File: src/rtl/ddr_pkg.sv
// Shared types and helpers for the DDR command initiator: command/state enums,
// the request address layout and the command-to-pin encoding.
package ddr_pkg;

  typedef enum logic [2:0] {
    CMD_NOP,
    CMD_ACT,
    CMD_WR,
    CMD_RD,
    CMD_PRE
  } cmd_e;

  typedef enum logic [2:0] {
    ST_INIT,
    ST_IDLE,
    ST_PRE,
    ST_PRE_WAIT,
    ST_ACT,
    ST_RCD_WAIT,
    ST_ACCESS,
    ST_RD_WAIT
  } init_state_e;

  typedef struct packed {
    logic       bank_grp;
    logic [1:0] bank_no;
    logic [2:0] row;
    logic [2:0] col;
  } ddr_addr_t;

  typedef struct packed {
    logic       bank_grp;
    logic [1:0] bank_no;
    logic [2:0] row;
  } ddr_row_t;

  typedef struct packed {
    logic act;
    logic cs;
    logic ras;
    logic cas;
    logic rwb;
    logic auto_pre;
  } cmd_pins_t;

  // Column commands carry the page policy on auto_pre; PRE reuses auto_pre as its strobe.
  function automatic cmd_pins_t encode_cmd(cmd_e c, logic closed_page);
    cmd_pins_t p;
    p = '0;
    case (c)
      CMD_ACT: begin
        p.act = 1'b1;
        p.ras = 1'b1;
      end
      CMD_WR: begin
        p.act      = 1'b1;
        p.cs       = 1'b1;
        p.cas      = 1'b1;
        p.rwb      = 1'b1;
        p.auto_pre = closed_page;
      end
      CMD_RD: begin
        p.act      = 1'b1;
        p.cs       = 1'b1;
        p.cas      = 1'b1;
        p.auto_pre = closed_page;
      end
      CMD_PRE: p.auto_pre = 1'b1;
      default: p = '0;
    endcase
    return p;
  endfunction

  // Wait states never last less than one cycle.
  function automatic int clamp1(int v);
    return (v < 1) ? 1 : v;
  endfunction

endpackage

File: src/rtl/ddr_wait_timer.sv
// Loadable down-counter: start loads a cycle count, done is high in the last cycle
// of the wait. The reset value lets the counter time the post-reset INIT period.
module ddr_wait_timer #(
  parameter int             W       = 8,
  parameter logic [W-1:0]   RST_CNT = '0
) (
  input  logic         clk,
  input  logic         rst_n,
  input  logic         start,
  input  logic [W-1:0] load_val,
  output logic         done
);

  logic [W-1:0] cnt;

  always_ff @(posedge clk or negedge rst_n) begin
    if (!rst_n) begin
      cnt <= RST_CNT;
    end else if (start) begin
      cnt <= (load_val == '0) ? '0 : load_val - W'(1);
    end else if (cnt != '0) begin
      cnt <= cnt - W'(1);
    end
  end

  assign done = (cnt == '0);

endmodule

File: src/rtl/ddr_cmd_initiator.sv
// Host-side ACT/RD/WR/PRE initiator for the behavioural DDR bank model; tracks one
// open row, precharges/activates only on a miss and returns read data on rsp_valid.
module ddr_cmd_initiator
  import ddr_pkg::*;
#(
  parameter int T_INIT    = 4,
  parameter int T_RCD     = 2,
  parameter int T_RP      = 2,
  parameter int T_CL      = 1,
  parameter int OPEN_PAGE = 1
) (
  input  logic        clk_t,
  input  logic        reset_n,
  input  logic        req_valid,
  output logic        req_ready,
  input  logic        req_rwb,
  input  logic [8:0]  req_addr,
  input  logic [15:0] req_wdata,
  output logic        rsp_valid,
  output logic [15:0] rsp_rdata,
  output logic        cke,
  output logic        cs,
  output logic        act,
  output logic        ras,
  output logic        cas,
  output logic        rwb,
  output logic        auto_pre,
  output logic        bank_grp,
  output logic [1:0]  bank_no,
  output logic [2:0]  row_address,
  output logic [2:0]  col_address,
  output logic [15:0] dq_out,
  input  logic [15:0] dq_in
);

  localparam logic [7:0] INIT_LD = 8'(clamp1(T_INIT) - 1);
  localparam logic [7:0] RP_LD   = 8'(clamp1(T_RP - 1));
  localparam logic [7:0] RCD_LD  = 8'(clamp1(T_RCD - 1));
  localparam logic [7:0] CL_LD   = 8'(clamp1(T_CL));
  localparam logic       CLOSED_PAGE = (OPEN_PAGE == 0);

  init_state_e state, nxt;
  cmd_e        cmd;
  cmd_pins_t   pins;
  ddr_addr_t   a_in, req_q;
  ddr_row_t    open_q;
  logic        rwb_q, row_open, accept, hit;
  logic [15:0] wdata_q;
  logic        tmr_start, tmr_done;
  logic [7:0]  tmr_load;

  assign a_in      = ddr_addr_t'(req_addr);
  assign req_ready = (state == ST_IDLE);
  assign accept    = req_valid && req_ready;
  assign hit       = row_open && (open_q == {a_in.bank_grp, a_in.bank_no, a_in.row});

  ddr_wait_timer #(.W(8), .RST_CNT(INIT_LD)) u_timer (
    .clk      (clk_t),
    .rst_n    (reset_n),
    .start    (tmr_start),
    .load_val (tmr_load),
    .done     (tmr_done)
  );

  always_ff @(posedge clk_t or negedge reset_n) begin
    if (!reset_n) state <= ST_INIT;
    else          state <= nxt;
  end

  always_comb begin
    nxt = state;
    cmd = CMD_NOP;
    case (state)
      ST_INIT:     if (tmr_done) nxt = ST_IDLE;
      ST_IDLE: begin
        if (req_valid) begin
          if (hit)           nxt = ST_ACCESS;
          else if (row_open) nxt = ST_PRE;
          else               nxt = ST_ACT;
        end
      end
      ST_PRE: begin
        cmd = CMD_PRE;
        nxt = ST_PRE_WAIT;
      end
      ST_PRE_WAIT: if (tmr_done) nxt = ST_ACT;
      ST_ACT: begin
        cmd = CMD_ACT;
        nxt = ST_RCD_WAIT;
      end
      ST_RCD_WAIT: if (tmr_done) nxt = ST_ACCESS;
      ST_ACCESS: begin
        cmd = rwb_q ? CMD_WR : CMD_RD;
        nxt = rwb_q ? ST_IDLE : ST_RD_WAIT;
      end
      ST_RD_WAIT:  if (tmr_done) nxt = ST_IDLE;
      default:     nxt = ST_INIT;
    endcase
  end

  // The timer is loaded on the edge that enters a wait state.
  always_comb begin
    tmr_start = 1'b0;
    tmr_load  = '0;
    if (nxt != state) begin
      case (nxt)
        ST_PRE_WAIT: begin tmr_start = 1'b1; tmr_load = RP_LD;  end
        ST_RCD_WAIT: begin tmr_start = 1'b1; tmr_load = RCD_LD; end
        ST_RD_WAIT:  begin tmr_start = 1'b1; tmr_load = CL_LD;  end
        default:     tmr_start = 1'b0;
      endcase
    end
  end

  always_comb begin
    pins        = encode_cmd(cmd, CLOSED_PAGE);
    act         = pins.act;
    cs          = pins.cs;
    ras         = pins.ras;
    cas         = pins.cas;
    rwb         = pins.rwb;
    auto_pre    = pins.auto_pre;
    bank_grp    = 1'b0;
    bank_no     = '0;
    row_address = '0;
    col_address = '0;
    dq_out      = '0;
    case (cmd)
      CMD_ACT: begin
        bank_grp    = req_q.bank_grp;
        bank_no     = req_q.bank_no;
        row_address = req_q.row;
      end
      CMD_PRE: begin
        bank_grp    = open_q.bank_grp;
        bank_no     = open_q.bank_no;
        row_address = open_q.row;
      end
      CMD_WR: begin
        col_address = req_q.col;
        dq_out      = wdata_q;
      end
      CMD_RD:  col_address = req_q.col;
      default: col_address = '0;
    endcase
  end

  always_ff @(posedge clk_t or negedge reset_n) begin
    if (!reset_n) begin
      req_q     <= '0;
      rwb_q     <= 1'b0;
      wdata_q   <= '0;
      row_open  <= 1'b0;
      open_q    <= '0;
      rsp_valid <= 1'b0;
      rsp_rdata <= '0;
      cke       <= 1'b0;
    end else begin
      cke       <= 1'b1;
      rsp_valid <= 1'b0;
      if (accept) begin
        req_q   <= a_in;
        rwb_q   <= req_rwb;
        wdata_q <= req_wdata;
      end
      case (state)
        ST_ACT: begin
          row_open <= 1'b1;
          open_q   <= {req_q.bank_grp, req_q.bank_no, req_q.row};
        end
        ST_PRE:     row_open <= 1'b0;
        // With auto-precharge the device closes the row itself.
        ST_ACCESS:  if (CLOSED_PAGE) row_open <= 1'b0;
        ST_RD_WAIT: begin
          if (tmr_done) begin
            rsp_valid <= 1'b1;
            rsp_rdata <= dq_in;
          end
        end
        default: ;
      endcase
    end
  end

endmodule

File: config.mk
export PLATFORM = sky130hd
export DESIGN_NAME = ddr_cmd_initiator
export DESIGN_NICKNAME = d
export VERILOG_FILES = /design/src/rtl/ddr_pkg.sv /design/src/rtl/ddr_wait_timer.sv /design/src/rtl/ddr_cmd_initiator.sv
export SDC_FILE = /design/constraint.sdc
export NUM_CORES = 1
export LEC_CHECK = 0
export ABC_AREA = 1
export ABC_CLOCK_PERIOD_IN_PS = 2100
export BUFFER_PORTS_ARGS = -buffer_cell sky130_fd_sc_hd__buf_2
export CORE_MARGIN = 5
export CORE_UTILIZATION = 48
export DETAILED_ROUTE_END_ITERATION = 6
export GPL_TIMING_DRIVEN = 0
export PLACE_DENSITY = 0.76
export SLEW_MARGIN = 20
export SYNTH_ARGS = -nofsm -noshare
export SYNTH_HDL_FRONTEND = slang
export SYNTH_SLANG_ARGS = --single-unit
File: constraint.sdc
create_clock -name clk_t -period 2.1 [get_ports clk_t]
set_clock_uncertainty 0.1 [all_clocks]
set_input_delay 0.21 -clock clk_t [delete_from_list [all_inputs] [get_ports clk_t]]
set_output_delay 0.21 -clock clk_t [all_outputs]
set_load 0.02 [all_outputs]
==> metrics.yaml <==
power_and_ir_drop:
  ir_drop_v: 0.0008704
  p_per_area_nw_per_um2: 1422
  power.leakage_nw: 2.244
synthesis:
  synth_cell_type_count: 37
  synthFlopType: "dfrtp_1"
  syn_avg_cell_area_sq_um: 8.334
  syn_nets: 410
  synth_common_cells: "115 x nand2_1, 60 x dfrtp_1, 45 x inv_1"
  synth_top_area_share: 0.4963
  synthMostInstantiatedCell: "nand2_1"
  syn_area_sq_um: 3025
  synth_async_sr_flop_share: 1.000
  synth_cells: 363
  synth_edf_count: 0
  yosysWarnings: 0
  ys_ff_latch: 62
  synth_seq_area_share: 0.5136
  synth_area_leaders: "dfrtp_1 50%, nand2_1 14%, inv_1 5.6%"
  yosys.area.top_type: "dfrtp_1"
worst_setup_path:
  start_kind: "register"
  crit_type: "reg2out"
  worstPathArrival_ps: 1680
  cp-end-kind: "output pin"
  path_max_fanout: 10
  required_ps: 1790
route:
  ant_nets: 0
  drc: 0
  vias_per_cell: 4.847
  drtIter0Drc: 86
  first_pass_iters: 5
  wirelength_um: 7710
  wl_per_cell_um: 13.09
  vias: 2855
global_routing:
  grt-ovfl-total: 0
  grt_pass1_vias: 2954
  grt_pass1_wl_um: 13020
  antenna_found_initial: 0
  grtUsageTotal: 0.2112
  grt_max_degree: 63
sta:
  setup_slack_ps: 108.7
  slew_headroom: 0.4845
  setup_viol: 0
  fmax_mhz: 502.2
  drv_slew: 0
  hold_viol_final: 0
  max_slew.worst_pin.slew_ps: 773.2
  post-route-period-util: 0.9483
  fin_crit_ps: 1991
  final.setup.tns_ps: 0
placed_design:
  place_inst: 534
  dp_hpwl_um: 5094
  place_congestion: 0.8244
  io_buffer_count: 94
  pre_cts_ws_ps: 226.4
cts:
  cts_tree: "yes"
  cts_max_path_buffers: 2
  htree_levels: 3
  clkSlewWorstSetupHoldPaths_ps: 70
  insertion_delay_ps: 330
  cts.sinks: 62
  cts_buffers: 9
  cts-root-buf: "clkbuf_8"
floorplanning:
  core_area_sq_um: 6241
  die_x_um: 89.39
  die_y_um: 89.39
  num_rows: 29
  start_util: 0.4848
  ioPinCount: 95
  dieArea_sq_um: 7991
final_layout:
  drive_above_1_share: 0.3105
  area_growth_pct: 39.16
  stdcell_count: 589
  fin_util: 0.6746
  fin_nets: 554
  diodes: 0
job:
  drv_cap: 0
run_status:
  status: "complete, no violations"
worst_hold_path:
  hp-class: "in2reg"
critical path: stages, from the launching register on:
cell and delay, ps:
dfrtp_1 350, buf_6 160, nand2_2 100, nor2_4 140
nand2_2 120, buf_4 200, nor2_1 120, buf_4 160
registers in the layout (all words and copies together) (netlist names):
register,flops
cke,1
state,3
wdata_q,16
req_q,9
rsp_rdata,16
rwb_q,1
row_open,1
u_timer.cnt,8
open_q,6
rsp_valid,1
cells in the final DEF (no fill, tap or decap), drive strengths merged, types with 3 or more instances in the layout:
cell         netlist  final
nand2            122    122
buf               10    107
dfrtp             60     60
inv               51     51
nor2              40     40
dlygate4sd3        0     36
o21ai             35     35
clkbuf             2     14
a21oi             10     10
xor2               7      7
nand3              7      7
o22ai              3      3
clkinv             1      3
per-layer routing:
layer | up-vias | track usage | wire length [um]
met1 | 1350 | 0.2287 | 3011
met2 | 84 | 0.3871 | 4127
met4 | 0 | 0.09337 | 208
met3 | 19 | 0.05161 | 362
met5 | - | 0 | 0
li1 | 1402 | - | -
per-stage QoR:
| stage | power, mW | instance area, sq um | hold slack [ps] |
|---|---|---|---|
| CTS | 6.001 | 4188 | 1.555 |
| detailed placement | 4.773 | 3595 | 238.8 |
| global route | 6.487 | 4210 | 12.96 |
| floorplan | 4.073 | 3025 | -185.6 |
| finish | 5.988 | 4210 | 10.97 |
| global placement | 4.670 | 3592 | 311.2 |
logic make-up (layout without fill, tap and decap cells):
kind of cell / after synthesis / in the layout / share of synthesized area
simple gates: 174 / 174 / 0.2610
buf+inv: 64 / 213 / 0.08933
flops: 62 / 62 / 0.5136
compound gates: 52 / 52 / 0.1034
xor+xnor: 8 / 8 / 0.02316
fa+ha+maj: 2 / 2 / 0.008270
other cells: 1 / 1 / 0.001240
report_power, final:
part | internal, mW | leakage, nW | switching (mW) | total, mW
clock | 0.670 | 0.105 | 0.446 | 1.12
combinational | 0.992 | 1.40 | 1.86 | 2.85
sequential | 1.76 | 0.740 | 0.260 | 2.02
total | 3.42 | 2.24 | 2.57 | 5.99
worst paths after layout:
path	startpoint	to	slack, ps	cells after the start
setup reg to reg	u_timer.cnt[0]$_DFFE_PN1P_	u_timer.cnt[6]$_DFFE_PN0P_	240	12
hold / removal	req_addr[1]	req_q[1]$_DFFE_PN0P_	10	3
max in group asynchronous	reset_n	wdata_q[3]$_DFFE_PN0P_	990	2
min in group asynchronous	reset_n	rsp_rdata[14]$_DFFE_PN0P_	380	2
hold reg to reg	rsp_rdata[14]$_DFFE_PN0P_	rsp_rdata[14]$_DFFE_PN0P_	370	2
setup / recovery	state[1]$_DFF_PN0_	dq_out[10]	110	7
cell type report:
cell class                      count  area [sq um]
Fill cell                         514          2031
Sequential cell                    62          1554
Multi-Input combinational cell    237          1217
Timing Repair Buffer              133         858.3
Inverter                           52         198.9
Clock buffer                       12         135.1
Tap cell                           77         96.34
Buffer                             12         76.32
Clock inverter                      4         73.82
timing repair:
| action | 4_1_cts | 5_1_grt |
|---|---|---|
| gates resized for setup | 4 | 4 |
| pin swaps | 1 | 1 |
| endpoints found under the setup margin | 12 | 12 |
| endpoints found under the hold margin | 95 | 0 |
| setup buffers | 1 | 2 |
| hold buffers | 36 | 0 |
(Power assumes the default switching activity.)
